File: config.mk
export PLATFORM = sky130hd
export DESIGN_NAME = vga_ctrl_param
export DESIGN_NICKNAME = d
export VERILOG_FILES = /design/src/rtl/vga_ctrl_param.sv
export SDC_FILE = /design/constraint.sdc
export NUM_CORES = 1
export LEC_CHECK = 0
export BUFFER_PORTS_ARGS = -buffer_cell sky130_fd_sc_hd__buf_2
export CORE_MARGIN = 4
export CORE_UTILIZATION = 45
export DETAILED_ROUTE_END_ITERATION = 6
export PLACE_DENSITY = 0.79
export SKIP_CTS_REPAIR_TIMING = 1
export SLEW_MARGIN = 5
export SYNTH_ARGS = -nofsm -noshare
export SYNTH_HDL_FRONTEND = slang
export SYNTH_SLANG_ARGS = --single-unit
File: constraint.sdc
create_clock -name Xclk -period 4.9 [get_ports Xclk]
set_input_delay 0 -clock Xclk [delete_from_list [all_inputs] [get_ports Xclk]]
set_output_delay 0 -clock Xclk [all_outputs]
set_load 0.01 [all_outputs]
File: src/rtl/vga_ctrl_param.sv
// Parametrised VGA timing generator with framebuffer request port,
// read-latency alignment pipeline and built-in test patterns.
module vga_ctrl_param #(
    parameter int H_ACTIVE = 640,
    parameter int H_FP     = 16,
    parameter int H_SYNC   = 96,
    parameter int H_BP     = 48,
    parameter int V_ACTIVE = 480,
    parameter int V_FP     = 10,
    parameter int V_SYNC   = 2,
    parameter int V_BP     = 33,
    parameter int COLOR_W  = 4,
    parameter int RD_LAT   = 2,
    parameter bit HS_POL   = 1'b0,
    parameter bit VS_POL   = 1'b0
) (
    input  logic                   Xclk,
    input  logic                   rst,
    input  logic                   en,
    input  logic [1:0]             mode_i,
    input  logic [3*COLOR_W-1:0]   pix_data_i,
    output logic                   pix_req_o,
    output logic [10:0]            pix_x_o,
    output logic [10:0]            pix_y_o,
    output logic                   frame_start_o,
    output logic                   hsync_o,
    output logic                   vsync_o,
    output logic                   de_o,
    output logic [COLOR_W-1:0]     red_o,
    output logic [COLOR_W-1:0]     green_o,
    output logic [COLOR_W-1:0]     blue_o
);

    localparam int H_TOTAL = H_ACTIVE + H_FP + H_SYNC + H_BP;
    localparam int V_TOTAL = V_ACTIVE + V_FP + V_SYNC + V_BP;

    localparam logic [10:0] H_ACT  = 11'(H_ACTIVE);
    localparam logic [10:0] H_LAST = 11'(H_TOTAL - 1);
    localparam logic [10:0] HS_BEG = 11'(H_ACTIVE + H_FP);
    localparam logic [10:0] HS_END = 11'(H_ACTIVE + H_FP + H_SYNC);
    localparam logic [10:0] V_ACT  = 11'(V_ACTIVE);
    localparam logic [10:0] V_LAST = 11'(V_TOTAL - 1);
    localparam logic [10:0] VS_BEG = 11'(V_ACTIVE + V_FP);
    localparam logic [10:0] VS_END = 11'(V_ACTIVE + V_FP + V_SYNC);

    localparam logic [COLOR_W-1:0] FULL = '1;

    typedef enum logic [1:0] {
        MODE_FB    = 2'd0,
        MODE_BARS  = 2'd1,
        MODE_CHECK = 2'd2,
        MODE_BLACK = 2'd3
    } mode_t;

    logic [10:0] hc;
    logic [10:0] vc;
    mode_t       mode_q;

    logic active;
    logic hs_raw;
    logic vs_raw;
    logic at_origin;

    assign active    = (hc < H_ACT) && (vc < V_ACT);
    assign hs_raw    = (hc >= HS_BEG) && (hc < HS_END);
    assign vs_raw    = (vc >= VS_BEG) && (vc < VS_END);
    assign at_origin = (hc == 11'd0) && (vc == 11'd0);

    // Request side is gated by rst because the counters sit at (0,0).
    assign pix_req_o     = en && active && !rst;
    assign frame_start_o = en && at_origin && !rst;
    assign pix_x_o       = hc;
    assign pix_y_o       = vc;

    always_ff @(posedge Xclk or posedge rst) begin
        if (rst) begin
            hc <= '0;
            vc <= '0;
        end else if (!en) begin
            hc <= '0;
            vc <= '0;
        end else if (hc == H_LAST) begin
            hc <= '0;
            vc <= (vc == V_LAST) ? 11'd0 : vc + 11'd1;
        end else begin
            hc <= hc + 11'd1;
        end
    end

    always_ff @(posedge Xclk or posedge rst) begin
        if (rst) begin
            mode_q <= MODE_FB;
        end else if (en && at_origin) begin
            mode_q <= mode_t'(mode_i);
        end
    end

    logic [RD_LAT-1:0] act_sr;
    logic [RD_LAT-1:0] hs_sr;
    logic [RD_LAT-1:0] vs_sr;
    logic [RD_LAT-1:0] y5_sr;
    logic [10:0]       x_sr [RD_LAT];

    // Only bit 5 of the row feeds the checker, so only it is delayed.
    always_ff @(posedge Xclk or posedge rst) begin
        if (rst) begin
            act_sr <= '0;
            hs_sr  <= '0;
            vs_sr  <= '0;
            y5_sr  <= '0;
            for (int i = 0; i < RD_LAT; i++) begin
                x_sr[i] <= '0;
            end
        end else begin
            act_sr[0] <= en && active;
            hs_sr[0]  <= en && hs_raw;
            vs_sr[0]  <= en && vs_raw;
            y5_sr[0]  <= vc[5];
            x_sr[0]   <= hc;
            for (int i = 1; i < RD_LAT; i++) begin
                act_sr[i] <= act_sr[i-1];
                hs_sr[i]  <= hs_sr[i-1];
                vs_sr[i]  <= vs_sr[i-1];
                y5_sr[i]  <= y5_sr[i-1];
                x_sr[i]   <= x_sr[i-1];
            end
        end
    end

    logic        act_d;
    logic        hs_d;
    logic        vs_d;
    logic        y5_d;
    logic [10:0] x_d;

    assign act_d = act_sr[RD_LAT-1];
    assign hs_d  = hs_sr[RD_LAT-1];
    assign vs_d  = vs_sr[RD_LAT-1];
    assign y5_d  = y5_sr[RD_LAT-1];
    assign x_d   = x_sr[RD_LAT-1];

    logic [2:0]         bar;
    logic [COLOR_W-1:0] pix_r;
    logic [COLOR_W-1:0] pix_g;
    logic [COLOR_W-1:0] pix_b;

    // Bar index (x*8)/H_ACTIVE built from seven threshold compares.
    always_comb begin
        bar = '0;
        for (int k = 1; k < 8; k++) begin
            if ({x_d, 3'b000} >= 14'(k * H_ACTIVE)) begin
                bar = 3'(k);
            end
        end
    end

    always_comb begin
        pix_r = '0;
        pix_g = '0;
        pix_b = '0;
        if (act_d) begin
            unique case (mode_q)
                MODE_FB: begin
                    {pix_r, pix_g, pix_b} = pix_data_i;
                end
                MODE_BARS: begin
                    pix_r = bar[1] ? '0 : FULL;
                    pix_g = bar[2] ? '0 : FULL;
                    pix_b = bar[0] ? '0 : FULL;
                end
                MODE_CHECK: begin
                    if (x_d[5] ^ y5_d) begin
                        pix_r = FULL;
                        pix_g = FULL;
                        pix_b = FULL;
                    end
                end
                MODE_BLACK: begin
                    pix_r = '0;
                end
            endcase
        end
    end

    always_ff @(posedge Xclk or posedge rst) begin
        if (rst) begin
            de_o    <= 1'b0;
            hsync_o <= ~HS_POL;
            vsync_o <= ~VS_POL;
            red_o   <= '0;
            green_o <= '0;
            blue_o  <= '0;
        end else begin
            de_o    <= act_d;
            hsync_o <= hs_d ? HS_POL : ~HS_POL;
            vsync_o <= vs_d ? VS_POL : ~VS_POL;
            red_o   <= pix_r;
            green_o <= pix_g;
            blue_o  <= pix_b;
        end
    end

endmodule
==> results.toml <==
[synthesis]
ys_seq_elements = 61
synth_edf_count = 0
syn_inst = 238
avgSynthCellArea_um2 = 10.94
synthArstFlopShare_pct = 100.0
synth_seq_area_share_pct = 58.72
syn_area_um2 = 2604
synth_top_area_share_pct = 56.70
synth_area_leaders = "dfrtp_1, o21ai_0, nor2_1, nand2_1, o21a_1"
synth_cell_types = 47
ys.warnings.count = 0
yosys.area.top_type = "dfrtp_1"
synth_ff_type = "dfrtp_1"
synth_nets = 259

[sta]
max_freq_mhz = 529.7
max_slew.worst_pin.slew_ns = 0.5230
finalClockSkew_ns = 0.003172
finalSetupTns_ns = 0
maxSlewViolCount = 0
fin_crit_ns = 1.888
finalSetupViolCount = 0
hold_ws_ns = 0.001954
slew_headroom_pct = 65.13
min_period_over_period_pct = 38.53
rsz0062_at_grt = "false"
layout_setup_ws_ns = 3.012
hold_violations = 0

[flow_run]
max_cap_violations = 0

[worst_setup_path]
arrival_ns = 2.10
setup.worst_path.start_class = "flip-flop"
worstSetupPathType = "reg -> reg"
cp-end-kind = "flip-flop"
worstPathMaxFanout = 12
rrSetupSlack_ns = 3.01
required_ns = 5.11
r2r_end = "pix_y_o[10]$_DFFE_PP0P_"
rr_startpoint = "pix_y_o[5]$_DFFE_PP0P_"
worstRegToRegCells = 5

[global_routing]
antenna_found_initial = 0
grt_pass1_wl_um = 8776
first_global_vias = 1853
track_usage_pct = 15.96
grt_max_degree = 46
grt_overflow = 0

[power_and_ir_drop]
power_mw = 1.112
irDropWorstVdd_mv = 0.1821
p_leak_nw = 1.624
powerDensity_nw_per_um2 = 341.3

[cts]
clk_latency_ns = 0.33
root_buffer = "clkbuf_8"
cts_tree = "done"
clock-sinks = 61
clk_path_buf_depth = 2
htreeDepth = 3
cts_made_buffers = 9
clkSlewWorstSetupHoldPaths_ns = 0.06

[placement]
hpwl_um = 3608
placedCellCount = 358
place_congestion = 0.8468
io_buffers = 55
placed_area_um2 = 2920
place_ws_ns = 3.014

[floorplan]
rows = 27
ios = 56
chipHeight_um = 84.07
core_area_um2 = 5574
dieArea_um2 = 7067
start_util_pct = 46.71
die_w_um = 84.07

[status]
status = "complete, no violations"

[detailed_routing]
drt_iter0_markers = 114
dr.pass1.iters = 4
wl_per_cell_um = 13.99
drcViolationCount = 0
ant_nets = 0
routed_wirelength_um = 5442
vias_per_cell = 5.190
vias = 2019

[layout]
mostFrequentLayoutCell = "dfrtp_1"
fin_util_pct = 58.45
layout_common_cells = "dfrtp_1, buf_2, nor2_1"
design_area_um2 = 3258
n_fill_cell = 459
area_delta_synth_final_pct = 25.13
antenna_cells = 0
fin_nets = 333
finalNonFillerCells = 389
drive_gt1_share_pct = 24.61

[min_path]
whs_path_depth = 2
hold_class = "in -> reg"
min_to = "pix_x_o[1]$_DFF_PP0_"
hp-start = "en"
==> critical path, stage by stage (launching register included) <==
cell and delay [ns]:
dfrtp_1 0.49, nor4_1 0.36, a41o_1 0.46, nor2_4 0.11, a21o_1 0.17, a22o_1 0.18
==> cells by family (layout without fill, tap and decap cells) <==
kind of cell,Yosys count,after routing,share of synthesized area [%]
AOI/OAI and AO/OA,55,55,13.12
DFF,61,61,58.72
muxes,2,2,0.8649
xor gates and xnor gates,7,7,2.355
adders and majority gates,5,5,2.307
and+or+nand+nor,90,90,19.03
buffers and inverters,18,97,3.604
==> power by group <==
| group | leakage, nW | internal (mW) | switching, mW |
|---|---|---|---|
| Sequential | 0.821 | 0.533 | 0.0221 |
| Combinational | 0.709 | 0.0592 | 0.0691 |
| Clock | 0.0947 | 0.249 | 0.180 |
==> flip-flops by register name, summed over array words and instances (netlist names), 2 cells and up <==
register and count:
blue_o 4, x_sr 7, green_o 4, hs_sr 2, act_sr 2, mode_q 2
pix_x_o 11, x_d 7, red_o 4, pix_y_o 11, vs_sr 2, y5_sr 2
==> routing by layer <==
metal	vias to the layer above	part of all wire, %	global-route usage (%)	routed length [um]
li1	995	-	-	-
met1	954	45	20.59	2442
met2	62	48	24.18	2588
met3	8	6.0	6.515	328
met4	0	1.5	5.702	82
met5	-	0	0	0
==> final cells by class <==
type / count / area [um2] / share of cell area [%]
multi-input combinational: 159 / 980.9 / 30.11
sequential: 61 / 1529 / 46.93
clock inverter: 2 / 35.03 / 1.075
inverter: 10 / 37.54 / 1.152
clock buffer: 14 / 152.6 / 4.685
timing repair buffer: 71 / 432.9 / 13.29
tap: 72 / 90.09 / 2.765
==> worst max-delay path by stage <==
stage,startpoint,to
floorplan,pix_x_o[0]$_DFF_PP0_,pix_y_o[10]$_DFFE_PP0P_
global placement,pix_y_o[5]$_DFFE_PP0P_,mode_q[0]$_DFFE_PP0P_
detailed placement,pix_y_o[5]$_DFFE_PP0P_,pix_y_o[10]$_DFFE_PP0P_
CTS,pix_y_o[5]$_DFFE_PP0P_,pix_y_o[10]$_DFFE_PP0P_
global route,rst,pix_req_o
finish,pix_y_o[5]$_DFFE_PP0P_,pix_y_o[10]$_DFFE_PP0P_
==> synth_stat cells, drive strengths merged (7+ instances only) <==
cell type	count
inv	10
nand2	16
buf	7
dfrtp	59
nor2	27
o21a	8
nor4	7
nand3	8
nand4	7
a21oi	7
o21ai	25
Power figures use the tool's default switching activity.
